## config.mk

```make
export PLATFORM = sky130hd
export DESIGN_NAME = ld_frame_parser
export DESIGN_NICKNAME = d
export VERILOG_FILES = /design/src/rtl/ld_pkg.sv /design/src/rtl/ld_frame_parser.sv
export SDC_FILE = /design/constraint.sdc
export NUM_CORES = 1
export LEC_CHECK = 0
export CAP_MARGIN = 20
export CORE_MARGIN = 5
export CORE_UTILIZATION = 32
export DETAILED_ROUTE_END_ITERATION = 10
export GPL_TIMING_DRIVEN = 0
export SLEW_MARGIN = 40
export SYNTH_ARGS = -nofsm -noshare
export SYNTH_HDL_FRONTEND = slang
export SYNTH_SLANG_ARGS = --single-unit
```

## constraint.sdc

```tcl
create_clock -name i_sys_clk -period 4.65 [get_ports i_sys_clk]
set_input_delay 0.465 -clock i_sys_clk [delete_from_list [all_inputs] [get_ports i_sys_clk]]
set_output_delay 0.465 -clock i_sys_clk [all_outputs]
set_load 0.02 [all_outputs]
```

## src/rtl/ld_pkg.sv

```systemverilog
// Shared definitions for the distance-frame parser.
// Holds the FSM state encoding and the frame header/length constants.
// Also holds the output width and the distance saturation helper.
package ld_pkg;

  typedef enum logic [2:0] {
    S_H0,
    S_H1,
    S_CMD,
    S_LEN,
    S_D2,
    S_D1,
    S_D0,
    S_CS
  } state_t;

  localparam logic [7:0] HDR0     = 8'hAA;
  localparam logic [7:0] HDR1     = 8'h55;
  localparam logic [7:0] LEN_DIST = 8'h03;
  localparam int         DIST_W   = 20;

  // The payload carries 24 bits but the output is 20 bits wide. Any
  // distance that does not fit is clamped to all-ones, not truncated.
  function automatic logic [DIST_W-1:0] sat_dist(input logic [7:0] d2,
                                                 input logic [7:0] d1,
                                                 input logic [7:0] d0);
    if (d2[7:4] != 4'h0) sat_dist = {DIST_W{1'b1}};
    else                 sat_dist = {d2[3:0], d1, d0};
  endfunction

endpackage

```

## src/rtl/ld_frame_parser.sv

```systemverilog
// Parses UART distance frames AA 55 CMD LEN D2 D1 D0 CS into a 20-bit distance.
// Latency: the data/vld/err outputs update 1 cycle after the accepting byte strobe.
// No backpressure: one byte may arrive every cycle. Idle gaps inside a frame time out.
// Ports: i_sys_clk, i_reset_n (async, active-low), i_en, i_rx_data/i_rx_vld (byte strobe),
//        o_jl_data/o_jl_data_vld (distance + pulse), o_frame_err, o_timeout (pulses).
module ld_frame_parser
  import ld_pkg::*;
#(
  parameter int         TIMEOUT_CYC = 50000,
  parameter logic [7:0] CMD_DIST    = 8'h01
) (
  input  logic              i_sys_clk,
  input  logic              i_reset_n,
  input  logic              i_en,
  input  logic [7:0]        i_rx_data,
  input  logic              i_rx_vld,
  output logic [DIST_W-1:0] o_jl_data,
  output logic              o_jl_data_vld,
  output logic              o_frame_err,
  output logic              o_timeout
);

  localparam int             GAP_W  = $clog2(TIMEOUT_CYC + 1);
  localparam logic [GAP_W-1:0] TO_MAX = GAP_W'(TIMEOUT_CYC);

  state_t              state_q, state_d;
  logic [7:0]          sum_q, sum_d;
  logic [7:0]          cmd_q, cmd_d;
  logic [7:0]          d2_q, d2_d;
  logic [7:0]          d1_q, d1_d;
  logic [7:0]          d0_q, d0_d;
  logic [GAP_W-1:0]    gap_q, gap_d;
  logic [DIST_W-1:0]   data_d;
  logic                vld_d, err_d, to_d;

  always_ff @(posedge i_sys_clk or negedge i_reset_n) begin
    if (!i_reset_n) begin
      state_q       <= S_H0;
      sum_q         <= '0;
      cmd_q         <= '0;
      d2_q          <= '0;
      d1_q          <= '0;
      d0_q          <= '0;
      gap_q         <= '0;
      o_jl_data     <= '0;
      o_jl_data_vld <= 1'b0;
      o_frame_err   <= 1'b0;
      o_timeout     <= 1'b0;
    end else begin
      state_q       <= state_d;
      sum_q         <= sum_d;
      cmd_q         <= cmd_d;
      d2_q          <= d2_d;
      d1_q          <= d1_d;
      d0_q          <= d0_d;
      gap_q         <= gap_d;
      o_jl_data     <= data_d;
      o_jl_data_vld <= vld_d;
      o_frame_err   <= err_d;
      o_timeout     <= to_d;
    end
  end

  always_comb begin
    state_d = state_q;
    sum_d   = sum_q;
    cmd_d   = cmd_q;
    d2_d    = d2_q;
    d1_d    = d1_q;
    d0_d    = d0_q;
    gap_d   = gap_q;
    data_d  = o_jl_data;
    vld_d   = 1'b0;
    err_d   = 1'b0;
    to_d    = 1'b0;

    if (!i_en) begin
      // Disabling abandons any partial frame silently.
      state_d = S_H0;
      gap_d   = '0;
    end else if (i_rx_vld) begin
      // A byte always restarts the gap timer, so a byte arriving on the
      // timeout cycle wins over the timeout.
      gap_d = '0;
      unique case (state_q)
        S_H0: if (i_rx_data == HDR0) state_d = S_H1;
        S_H1: begin
          if      (i_rx_data == HDR1) state_d = S_CMD;
          else if (i_rx_data == HDR0) state_d = S_H1;   // resync on repeated AA
          else                        state_d = S_H0;
        end
        S_CMD: begin
          cmd_d   = i_rx_data;
          sum_d   = i_rx_data;
          state_d = S_LEN;
        end
        S_LEN: begin
          sum_d = sum_q + i_rx_data;
          if (i_rx_data == LEN_DIST) state_d = S_D2;
          else begin
            state_d = S_H0;
            err_d   = 1'b1;
          end
        end
        S_D2: begin
          d2_d    = i_rx_data;
          sum_d   = sum_q + i_rx_data;
          state_d = S_D1;
        end
        S_D1: begin
          d1_d    = i_rx_data;
          sum_d   = sum_q + i_rx_data;
          state_d = S_D0;
        end
        S_D0: begin
          d0_d    = i_rx_data;
          sum_d   = sum_q + i_rx_data;
          state_d = S_CS;
        end
        S_CS: begin
          state_d = S_H0;
          if (i_rx_data == sum_q && cmd_q == CMD_DIST) begin
            data_d = sat_dist(d2_q, d1_q, d0_q);
            vld_d  = 1'b1;
          end else begin
            err_d = 1'b1;
          end
        end
        default: state_d = S_H0;
      endcase
    end else if (state_q != S_H0) begin
      if (gap_q == TO_MAX) begin
        state_d = S_H0;
        gap_d   = '0;
        to_d    = 1'b1;
      end else begin
        gap_d = gap_q + GAP_W'(1);
      end
    end
  end

endmodule
```

==> flow_summary.json <==
{
  "status": "finished, final reports clean",
  "detail-route-antenna-nets": 0,
  "critPathArrivalTime_ns": 3.05,
  "worst_slew_margin_rel_pct": 58.9,
  "pin_count": 35,
  "fin_nets": 450,
  "synth_warnings": 0,
  "min_from": "i_rx_data[7]",
  "clock_root_buffer": "clkbuf_16",
  "grt_pass1_vias": 2968,
  "drc_errors": 0,
  "final-setup-viol-count": 0,
  "ys_ff_latch": 82,
  "p_clk_share_pct": 45.8,
  "timing.reg2reg.setup_slack_ns": 2.32,
  "clkSlewWorstSetupHoldPaths_ns": 0.06,
  "syn_area_per_cell_um2": 10.5,
  "htreeDepth": 3,
  "cap_violations": 0,
  "portBuffers": 33,
  "synth-seq-area-share_pct": 51.0,
  "cts.sinks": 82,
  "rr_worst_depth": 6,
  "detail_route.first_pass.iterations": 4,
  "yosysUniqueCellTypes": 50,
  "finalHoldViolations": 0,
  "core-area_mm2": 0.0125,
  "crit_path_start_kind": "input port",
  "time_the_worst_path_needs_with_i_o_delays_and_setup_ns": 2.83,
  "avgRoutedWirePerCell_um": 14.2,
  "detail_route.iter0.violations": 212,
  "cell_area_power_density_mw_per_mm2": 327,
  "vias": 2972,
  "leakage_power_summed_over_all_cells_nw": 2.14,
  "post_synth_instance_area_mm2": 0.00402,
  "grt_use_met1_pct": 17.6,
  "die-area_mm2": 0.0149,
  "endpoint_kind": "register",
  "drt-vias-per-instance": 4.91,
  "holdPathStages": 2,
  "regToRegEndpoint": "o_jl_data[15]",
  "finalClockSkew_ns": 0.00659,
  "hpwlAfterDp_mm": 6.15,
  "post_cts_resize_count": 0,
  "detailedPlace.worstSlack_ns": 1.47,
  "grt_setup_unrepaired": "no",
  "die_w_um": 122,
  "maximum_root_to_sink_buffer_count": 2,
  "cts_tree": "built",
  "hp-class": "in2reg",
  "final_max_slew_violation_count": 0,
  "grt-ovfl-total": 0,
  "min_period_over_period_pct": 60.9,
  "synthesis.instances": 382,
  "whs_endpoint": "d0_q[7]",
  "post_route_cells_drive_above_1_share_pct": 18.5,
  "routed_wirelength_mm": 8.62,
  "die_y_um": 122,
  "switching_power_w": 0.000368,
  "synth.net_count": 404,
  "worstMarginPinSlew_ns": 0.612,
  "diodes": 0,
  "globalplace.congestion": 0.793,
  "grt_first_pass_wirelength_mm": 15.0,
  "pwr-share-comb_pct": 8.0,
  "syn2layout_area_growth_pct": 22.4,
  "grt_start_max_net_pins": 62,
  "antenna_violations_before_repair": 0,
  "worst_path_fanout_max": 10,
  "switching_share_pct": 22.9,
  "floorplan.initialDensity_pct": 32.3,
  "power_report.internal_total_w": 0.00124,
  "floorplan.rows": 41,
  "fin_ws_ns": 1.82,
  "grt.busiest_layer": "met2",
  "grt_use_met2_pct": 20.0,
  "clock_insertion_delay_worst_skew_ns": 0.34,
  "groute.usage.overall_pct": 12.9,
  "timing_worst_setup_path_type": "in2reg",
  "worst_r2r_startpoint": "sum_q[6]",
  "global_route_met3_utilization_pct": 2.55,
  "timing.setup.tns_ns": 0,
  "pwr-share-seq_pct": 46.2,
  "highest_clock_rate_mhz": 353,
  "cts_inserted_buffers": 9,
  "cp_data_required_time_ns": 4.87,
  "fillCellCount": 1223,
  "worst_ir_drop_vdd_uv": 182
}
cell usage in the layout (no fill, tap or decap), drive strengths merged, types with 2 or more instances in the layout:
| cell type | instances |
|---|---|
| nor4 | 5 |
| nand2b | 2 |
| o31ai | 3 |
| ha | 9 |
| nand2 | 26 |
| nor2 | 63 |
| nor2b | 4 |
| o31a | 2 |
| a21oi | 34 |
| mux2 | 30 |
| and4 | 2 |
| clkdlybuf4s50 | 32 |
| o21a | 3 |
| and3 | 6 |
| inv | 10 |
| and4b | 2 |
| xnor2 | 7 |
| o21ai | 14 |
| dfrtp | 82 |
| o22ai | 3 |
| buf | 10 |
| nor3 | 11 |
| a211oi | 2 |
| and2 | 3 |
| nand4 | 7 |
| nand3 | 7 |
| xor2 | 6 |
| nor4b | 3 |
| a31oi | 6 |
| clkbuf | 19 |
| or3 | 3 |
| or4 | 2 |
critical path, cell delays in order:
cell and delay, ns:
clkdlybuf4s50_1 0.63, ha_1 0.48, nor4_1 0.33, nand3_1 0.22, nor4_4 0.55, buf_4 0.31, a21oi_2 0.07
per-layer routing:
metal  part of all wire, %  vias up  routed length, um
met4                   2.1        0                184
met5                     0        -                  0
met2                    47       40               4040
li1                      -     1444                  -
met1                    48     1473               4090
met3                   3.4       15                294
metrics by stage:
stage / hold WS (ns) / util (%) / std cells / instance area, um^2 / total power [W]
after floorplan: 0.169 / - / 382 / 4020 / 0.000831
after global placement: 0.476 / 36.7 / 587 / 4570 / 0.000880
after detailed placement: 0.335 / 36.9 / 588 / 4600 / 0.000886
after CTS: 0.426 / 39.5 / 605 / 4920 / 0.00163
after global routing: 0.433 / 39.5 / 605 / 4920 / 0.00169
final: 0.432 / 39.5 / 605 / 4920 / 0.00161
how the worst max path moves through the flow:
stage | startpoint | to | depth (start not counted)
4_1_cts | i_rx_data[6] | o_jl_data[15] | 7
5_1_grt | i_rx_data[3] | o_jl_data[15] | 7
2_1_floorplan | i_rx_data[6] | o_jl_data[10] | 6
3_3_place_gp | i_reset_n | gap_q[2] | 1
3_5_place_dp | i_rx_data[6] | o_jl_data[15] | 7
6_report | i_rx_data[6] | o_jl_data[15] | 7
state kept, by name, indices dropped and copies added, names as in the netlist:
register       count
o_jl_data         20
gap_q             16
cmd_q              8
d0_q               8
d1_q               8
d2_q               8
sum_q              8
state_q            3
o_frame_err        1
o_jl_data_vld      1
o_timeout          1
cell type report:
cell class / count / area (um^2) / share of cell area [%]
buffer: 14 / 90.1 / 1.83
clock buffer: 13 / 270 / 5.49
clock inverter: 3 / 46.3 / 0.940
inverter: 10 / 37.5 / 0.762
multi-input combinational: 276 / 1840 / 37.4
sequential: 82 / 2050 / 41.7
tap: 172 / 215 / 4.37
timing repair buffer: 35 / 369 / 7.49
Yosys cell counts, drive strengths merged:
library cell / number / area [um^2]
a2111oi: 1 / 8.76
a211oi: 2 / 15.0
o41ai: 1 / 8.76
o21ai: 14 / 70.1
o22ai: 3 / 18.8
fa: 1 / 20.0
o21a: 3 / 22.5
nor4b: 3 / 26.3
inv: 10 / 37.5
nor4: 5 / 46.3
and4b: 2 / 20.0
nor3b: 1 / 7.51
a31oi: 6 / 37.5
o21bai: 1 / 7.51
xnor2: 7 / 61.3
nand3: 7 / 35.0
dfrtp: 82 / 2050
or3: 3 / 18.8
nor3: 11 / 76.3
o311ai: 1 / 8.76
o211ai: 1 / 7.51
a21oi: 34 / 241
a21boi: 1 / 7.51
buf: 8 / 67.6
mux2: 30 / 338
and3: 6 / 37.5
nand2b: 2 / 12.5
a41oi: 1 / 8.76
a21o: 1 / 7.51
or4: 2 / 18.8
o31a: 2 / 17.5
xor2: 6 / 52.6
nand2: 26 / 97.6
nand4: 7 / 43.8
ha: 9 / 113
a211o: 1 / 8.76
nor2: 63 / 239
nor2b: 4 / 25.0
clkbuf: 6 / 22.5
and4: 2 / 17.5
o31ai: 3 / 22.5
and2: 3 / 18.8
power groups by stage:
stage	registers (W)	logic [W]	clock network, W
2_1_floorplan	0.000753	0.0000782	0
5_1_grt	0.000747	0.000147	0.000797
3_3_place_gp	0.000756	0.000124	0
3_5_place_dp	0.000757	0.000130	0
6_report	0.000744	0.000129	0.000737
4_1_cts	0.000744	0.000131	0.000756
what timing repair did:
item,CTS,global route
buffers inserted,0,0
hold endpoints to repair,21,0
hold buffers,1,0
cells by family after synthesis:
group | after synthesis | synth area share, %
AO/OA/AOI/OAI | 76 | 12.9
AND/OR/NAND/NOR | 147 | 18.4
adder cells (fa/ha/maj) | 10 | 3.30
XOR/XNOR | 13 | 2.83
multiplexers | 30 | 8.40
buffers and inverters | 24 | 3.17
flip-flops | 82 | 51.0
No activity file was read; power rests on OpenSTA's default activity.
